File: src/rtl/fifo_stream_pkg.sv
// fifo_stream_pkg
// Shared definitions for the FIFO read-side stream controller.
//   SKID_DEPTH : number of words the output buffer can hold
//   occ_t      : buffer occupancy (0..SKID_DEPTH)
//   has_room   : true when a committed word count still leaves a free slot
package fifo_stream_pkg;

  localparam int SKID_DEPTH = 2;

  typedef logic [1:0] occ_t;

  // committed = words already buffered + word arriving this cycle - word leaving
  // this cycle. A new read may only be issued if that count leaves one slot free
  // for the word the read will produce two edges from now.
  function automatic logic has_room(input logic [2:0] committed);
    return committed < 3'(SKID_DEPTH);
  endfunction

endpackage

File: src/rtl/fifo_stream_skid.sv
// fifo_stream_skid
// Two-entry output buffer between the FIFO read data and the stream port.
// Ports:
//   clk, reset   : clock, asynchronous active-high reset
//   push         : write push_data at the tail this cycle
//   push_data    : word to store
//   pop          : head word leaves this cycle (caller guarantees valid)
//   occ          : current number of stored words
//   valid        : buffer holds at least one word
//   data         : word at the head (zero after reset)
module fifo_stream_skid
  import fifo_stream_pkg::*;
#(
  parameter int WIDTH = 32
) (
  input  logic             clk,
  input  logic             reset,
  input  logic             push,
  input  logic [WIDTH-1:0] push_data,
  input  logic             pop,
  output logic [1:0]       occ,
  output logic             valid,
  output logic [WIDTH-1:0] data
);

  logic [WIDTH-1:0] mem [SKID_DEPTH];
  logic             head;
  logic             tail;
  occ_t             occ_q;

  always_ff @(posedge clk or posedge reset) begin
    if (reset) begin
      for (int i = 0; i < SKID_DEPTH; i++) begin
        mem[i] <= '0;
      end
      head  <= 1'b0;
      tail  <= 1'b0;
      occ_q <= '0;
    end else begin
      if (push) begin
        mem[tail] <= push_data;
        tail      <= ~tail;
      end
      if (pop) begin
        head <= ~head;
      end
      // Simultaneous push and pop leaves occupancy unchanged.
      case ({push, pop})
        2'b10:   occ_q <= occ_q + 2'd1;
        2'b01:   occ_q <= occ_q - 2'd1;
        default: occ_q <= occ_q;
      endcase
    end
  end

  // The head entry is never the one being written while it is visible
  // (occ=1 means tail != head), so data stays stable under back-pressure.
  assign occ   = occ_q;
  assign valid = (occ_q != '0);
  assign data  = mem[head];

  // The issue logic upstream must never let a word arrive into a full buffer.
  overflow_never : assert property (@(posedge clk) disable iff (reset)
    !(push && (occ_q == 2'(SKID_DEPTH)) && !pop));

endmodule

File: src/rtl/fifo_stream_reader.sv
// fifo_stream_reader
// Drains a synchronous FIFO read port (registered d_out) and presents the
// words as a valid/ready stream, sustaining one word per cycle.
// Ports:
//   clk, reset   : clock, asynchronous active-high reset
//   enable       : allows new FIFO reads to be issued
//   fifo_empty   : FIFO empty flag
//   fifo_d_out   : FIFO read data, valid the cycle after fifo_r_enb
//   fifo_r_enb   : FIFO read enable (combinational)
//   m_valid      : stream word available
//   m_ready      : stream consumer accepts
//   m_data       : stream word (buffer head)
//   rd_count     : words delivered, wraps modulo 2^COUNT_W
//   idle         : buffer empty and no read in flight
//
// Handshake: a word transfers on a rising edge where m_valid & m_ready are
// both high. Once m_valid is raised, m_valid and m_data hold until that
// transfer; m_valid never depends combinationally on m_ready.
module fifo_stream_reader
  import fifo_stream_pkg::*;
#(
  parameter int WIDTH   = 32,
  parameter int COUNT_W = 16
) (
  input  logic               clk,
  input  logic               reset,
  input  logic               enable,
  input  logic               fifo_empty,
  input  logic [WIDTH-1:0]   fifo_d_out,
  output logic               fifo_r_enb,
  output logic               m_valid,
  input  logic               m_ready,
  output logic [WIDTH-1:0]   m_data,
  output logic [COUNT_W-1:0] rd_count,
  output logic               idle
);

  logic       inflight;
  logic       pop;
  logic [1:0] occ;
  logic [2:0] committed;

  assign pop = m_valid & m_ready;

  // A pop implies occ >= 1, so this never goes negative.
  assign committed  = {1'b0, occ} + {2'b00, inflight} - {2'b00, pop};
  assign fifo_r_enb = enable & ~fifo_empty & has_room(committed);

  // inflight marks that fifo_d_out carries a freshly read word this cycle.
  always_ff @(posedge clk or posedge reset) begin
    if (reset) begin
      inflight <= 1'b0;
      rd_count <= '0;
    end else begin
      inflight <= fifo_r_enb;
      if (pop) begin
        rd_count <= rd_count + COUNT_W'(1);
      end
    end
  end

  fifo_stream_skid #(
    .WIDTH (WIDTH)
  ) u_skid (
    .clk       (clk),
    .reset     (reset),
    .push      (inflight),
    .push_data (fifo_d_out),
    .pop       (pop),
    .occ       (occ),
    .valid     (m_valid),
    .data      (m_data)
  );

  assign idle = (occ == 2'd0) & ~inflight;

endmodule

File: config.mk
export PLATFORM = sky130hd
export DESIGN_NAME = fifo_stream_reader
export DESIGN_NICKNAME = d
export VERILOG_FILES = /design/src/rtl/fifo_stream_pkg.sv /design/src/rtl/fifo_stream_skid.sv /design/src/rtl/fifo_stream_reader.sv
export SDC_FILE = /design/constraint.sdc
export NUM_CORES = 1
export LEC_CHECK = 0
export CAP_MARGIN = 25
export CELL_PAD_IN_SITES_DETAIL_PLACEMENT = 0
export CELL_PAD_IN_SITES_GLOBAL_PLACEMENT = 1
export CORE_UTILIZATION = 45
export CTS_BUF_LIST = sky130_fd_sc_hd__clkbuf_8
export CTS_CLUSTER_DIAMETER = 30
export DETAILED_ROUTE_END_ITERATION = 16
export GPL_TIMING_DRIVEN = 0
export PLACE_DENSITY_LB_ADDON = 0.2
export SYNTH_ARGS = -nofsm -noshare
export SYNTH_HDL_FRONTEND = slang
export SYNTH_SLANG_ARGS = --single-unit
File: constraint.sdc
create_clock -name clk -period 5.6 [get_ports clk]
set_input_delay 1.12 -clock clk [delete_from_list [all_inputs] [get_ports clk]]
set_output_delay 1.12 -clock clk [all_outputs]
set_load 0.005 [all_outputs]
# [Word-level counts from Yosys, hierarchy flattened]
# Cells that the tools add are included.
[op_classes] bitwise_logic=10 magnitude_cmp=4 n_mux=7 shifts=0 n_div=0 n_reduce_logical=4 eq_ne=2 add_sub_neg=5 n_mul=0
[op_table] cell="$mux 32" count=4
[op_table] cell="$bwmux 64" count=1
[op_table] cell="$demux 32 s1" count=1
[op_table] cell="$add 16x1->16 const B" count=1
[op_table] cell="$and 1x1->1" count=4
[op_table] cell="$ge 2x2->1 const B" count=2
[op_table] cell="$not 1->1" count=4
[op_table] cell="$not 1->2" count=2
[op_table] cell="$pmux 2 s2" count=1
[op_table] cell="$reduce_bool 2->1" count=2
[op_table] cell="$add 2x1->3" count=1
[op_table] cell="$lt 3x2->1 const B" count=1
[op_table] cell="$sub 3x1->3" count=1
[op_table] cell="$add 2x1->2 const B" count=1
[op_table] cell="$eq 2x1->1 const B" count=1
[op_table] cell="$eq 2x2->1 const B" count=1
[op_table] cell="$logic_not 2->1" count=1
[op_table] cell="$lt 2x1->1 const B" count=1
[op_table] cell="$sub 2x1->2 const B" count=1
[op_table] cell="$logic_and 1x1->1" count=1
[word_totals] input_bits=37 mem_count=0 romBits=0 ram_bits=0 regBits=85 latch_bits=0

# [Depth between registers and ports, before layout]
[logic_depth] word_depth=6 depth_mapped=6

# [Modules after synthesis]
# A second synthesis with hierarchy kept.
[hier_totals] hier_cells=260 hier_area_um2=3912.5
[by_module_without_submodules] module="fifo_stream_skid" n_inst=1 cells_per_inst=187 area_per_inst_um2=3088.0
[by_module_without_submodules] module="fifo_stream_reader" n_inst=1 cells_per_inst=73 area_per_inst_um2=824.5

# [Least setup slack after synthesis]
# Ideal clock, no wire load.
[synth_path] path_type="input -> output" from="input m_ready" to="output fifo_r_enb" cell_stages=6 setup_slack_ps=2166 required_time_ps=4480 arrival_ps=2314 n_path_buf=0 path_cell_list="o21ai_4 > nor2_1 > o21ai_0 > fa_1 > xor2_1 > nor3_1"
[synth_via] elab_chain_len=4
[synth_rtl] element="start, declared" line_no="fifo_stream_reader.sv:32" source="input logic m_ready,"
[synth_rtl] element="$and 1x1->1" line_no="fifo_stream_reader.sv:43" source="assign pop = m_valid & m_ready;"
[synth_rtl] element="$sub 3x1->3" line_no="fifo_stream_reader.sv:46" source="assign committed = {1'b0, occ} + {2'b00, inflight} - {2'b00, pop};"
[synth_rtl] element="$lt 3x2->1" line_no="fifo_stream_pkg.sv:16" source="return committed < 3'(SKID_DEPTH);"
[synth_rtl] element="$and 1x1->1" line_no="fifo_stream_reader.sv:47" source="assign fifo_r_enb = enable & ~fifo_empty & has_room(committed);"
[synth_rtl] element="end, declared" line_no="fifo_stream_reader.sv:30" source="output logic fifo_r_enb,"
# Every way passes these cells.

# [Worst setup path after layout]
# Same ends and word-level chain as after synthesis.

==> flow_summary.ini <==
[sta]
hold_violations = 0
worst_slew_margin_rel_pct = 63.4
endpoints_failing_setup = 0
final.setup_skew_ps = 10.7
min_period_over_period_pct = 82.7
timing.setup.tns_ps = 0
max_freq_mhz = 216
grt_setup_unrepaired = no
tightestPinTransition_ps = 549
final_max_slew_viol_count = 0
timing.final.crit_period_ps = 4630

[global_routing]
grt_pass1_vias = 2365
grt_start_max_net_pins = 44
globalRouteOverflowTotal = 0
grt_antenna_before_repair = 0
grt_first_pass_wirelength_um = 11400
gr-usage-all-layers_pct = 17.1

[setup_path]
crit_fanout = 8
worstRegToRegCells = 6
critical_path.n_buffers_inverters = 2
crit_path_frequent_cell = sky130_fd_sc_hd__clkdlybuf4s50_1
cp_slowest_stage_delay_ps = 570
slowest_stage_cell_on_the_critical_path = sky130_fd_sc_hd__clkdlybuf4s50_1
crit_path_end_kind = output pin
critical_path_required_ps = 4480
crit_family = buffers and inverters
crit_chain = clkdlybuf4s50_1 -> o21ai_4 -> nor2_1 -> o21ai_0 -> fa_1 -> xor2_1 -> nor3_1 -> clkdlybuf4s50_1
crit_type = in -> out
crit_arrival_ps = 3510
critical_path.startpoint_type = input pin
critical_path_cell_count = 8

[clock_network]
ctsLongestPathBuffers = 2
clk_latency_ps = 340
cts_setup_buffers = 0
cts-root-buf = sky130_fd_sc_hd__clkbuf_8
clock_sink_total = 85
clk_pin_slew_worst_paths_ps = 90
tritoncts_clock_tree = yes
post_cts_resize_count = 0
clock_tree.htree_level_count = 3
cts-buffers-inserted = 9
hold_buf_count_cts = 0

[placed_design]
dpl-instance-area_sq_mm = 0.00477
final_hpwl_dp_um = 4800
routability_cong = 0.722
placement.io_buffers = 87

[final_layout]
layout-drive-gt1-share_pct = 35.1
stdcell_area_sq_mm = 0.00502
antenna_cells = 0
areaGrowthSynthToFinish_pct = 33.8
finalCoreUtilization_pct = 63.6
design.final.nets = 396

[logic_synthesis]
syn-instance-count = 258
most_frequently_used_cell_type_in_the_post_synthesis_netlist = sky130_fd_sc_hd__mux2_2
netlist_area_sq_mm = 0.00375
netlist.top_cell.by_area = sky130_fd_sc_hd__dfrtp_1
synth_enable_flop_cells = 0
synth_seq_cells = 85
synth-async-reset-ratio_pct = 100
synthFlopType = sky130_fd_sc_hd__dfrtp_1
synth.lib_cells_used.distinct = 28
synth_top_cells_by_area = sky130_fd_sc_hd__dfrtp_1 (57%), sky130_fd_sc_hd__mux2_2 (28%), sky130_fd_sc_hd__xnor2_1 (3.0%)
yosys.area.top_type_share_pct = 56.7
yosys.area_share.xor_xnor_pct = 4.44
synth_top_family_by_area = multiplexers
synth_compound_gate_area_share_pct = 0.834
yosysWarnings = 0
post_synth_and_or_nand_nor_area_fraction_pct = 6.31
synth-adder-area-share_pct = 0.868
syn-num-nets = 297
ranking_of_synthesized_cells_by_instance_count = sky130_fd_sc_hd__mux2_2 (93), sky130_fd_sc_hd__dfrtp_1 (85), sky130_fd_sc_hd__xnor2_1 (13), sky130_fd_sc_hd__nand2_1 (11), sky130_fd_sc_hd__buf_2 (8)
muxShareOfSynthArea_pct = 28.8
synthesized_area_per_cell_sq_um = 14.5
sequential_share_of_the_synthesized_area_pct = 56.7

[floorplan]
die-area_sq_mm = 0.00870
fp.dieH_um = 93.3
io_pins = 88
num_rows = 32
initial_utilization_pct = 47.5
die_w_um = 93.3
placeableCoreArea_sq_mm = 0.00789

[min_path]
hold-path-cell-count = 1
hp-class = reg -> reg

[power]
areal_power_density_over_the_cells_mw_per_mm2 = 540
vdd_drop_max_mv = 0.261
pwr_total_w = 0.00271
leakagePower_nw = 2.14

[route]
remaining_drc_errors = 0
drt_first_pass_iters = 3
route.vias.total = 2280
detail-route-antenna-nets = 0
final_routed_wirelength_um = 6900
routed_via_density = 4.91
dr.first_iter.drc_count = 40
drt-wirelength-per-cell_um = 14.9

[status]
status = finished, final reports clean

[run]
drv.max_cap_violation_count = 0
==> metrics by stage <==
step | hold slack, ps | setup WS, ps | std cells
after global placement | 462 | 949 | 447
after detailed placement | 471 | 950 | 448
final | 482 | 970 | 464
after floorplan | 454 | 2170 | 258
after CTS | 484 | 935 | 464
after global routing | 508 | 763 | 464
==> power by group <==
group          leakage, nW  switching (W)  internal [W]
Sequential            1.03       0.000145      0.000883
Combinational        0.984       0.000369      0.000789
Clock                0.124       0.000217      0.000309
==> metal layers <==
layer / share of wire, % / vias to the layer above / routed length (um) / global-route usage, %
met5: 0 / - / 0 / 0
met4: 1.5 / 0 / 106 / 6.54
met3: 4.7 / 9 / 325 / 3.74
met2: 47 / 50 / 3280 / 27.1
met1: 46 / 1122 / 3200 / 22.8
li1: - / 1099 / - / -
==> registers in the layout (all words and copies together), names as in the netlist <==
| name | cells |
|---|---|
| u_skid.head | 1 |
| u_skid.tail | 1 |
| u_skid.occ | 2 |
| u_skid.mem | 64 |
| rd_count | 16 |
| inflight | 1 |
==> worst paths after layout <==
path | startpoint | end | slack (ps)
worst min-delay path | rd_count[15] | rd_count[15] | 480
min in group asynchronous | reset | rd_count[14] | 1170
worst min register to register | rd_count[15] | rd_count[15] | 480
max in group asynchronous | reset | u_skid.mem[47] | 3820
worst max-delay path | m_ready | fifo_r_enb | 970
worst max register to register | u_skid.occ[1] | inflight | 3710
==> placed cells by master, fill, tap and decap left out, types with 2 or more instances in the layout <==
master / Yosys / final
sky130_fd_sc_hd__nand2_1: 11 / 11
sky130_fd_sc_hd__nand3_1: 5 / 5
sky130_fd_sc_hd__xnor2_1: 13 / 13
sky130_fd_sc_hd__nor2b_1: 2 / 2
sky130_fd_sc_hd__xor2_1: 6 / 6
sky130_fd_sc_hd__buf_2: 8 / 8
sky130_fd_sc_hd__mux2_2: 93 / 93
sky130_fd_sc_hd__inv_1: 2 / 2
sky130_fd_sc_hd__clkbuf_8: 0 / 10
sky130_fd_sc_hd__o21ai_0: 2 / 2
sky130_fd_sc_hd__buf_4: 3 / 3
sky130_fd_sc_hd__clkdlybuf4s50_1: 0 / 87
sky130_fd_sc_hd__dfrtp_1: 85 / 85
sky130_fd_sc_hd__nor4_4: 2 / 2
sky130_fd_sc_hd__bufinv_16: 0 / 3
sky130_fd_sc_hd__nor2_1: 7 / 7
sky130_fd_sc_hd__nand4_1: 3 / 3
sky130_fd_sc_hd__mux2_1: 3 / 3
==> worst register-to-register path, cell delays in order, from the launching register on <==
cell and delay, ps:
sky130_fd_sc_hd__dfrtp_1 520, sky130_fd_sc_hd__o21ai_4 160, sky130_fd_sc_hd__nor2_1 220, sky130_fd_sc_hd__o21ai_0 150, sky130_fd_sc_hd__fa_1 390, sky130_fd_sc_hd__xor2_1 150
sky130_fd_sc_hd__nor3_1 220
==> cells by family after synthesis <==
group	Yosys count
mux	96
compound gates	4
simple gates	38
buf+inv	14
xor+xnor	19
fa+ha+maj	2
flops	85
==> layout make-up <==
type	instances	area, sq um
Buffer	12	66.3
Clock buffer	10	138
Clock inverter	6	110
Fill cell	641	2870
Inverter	2	10.0
Multi-Input combinational cell	159	1550
Sequential cell	85	2130
Tap cell	102	128
Timing Repair Buffer	88	891
(Power assumes the default switching activity.)
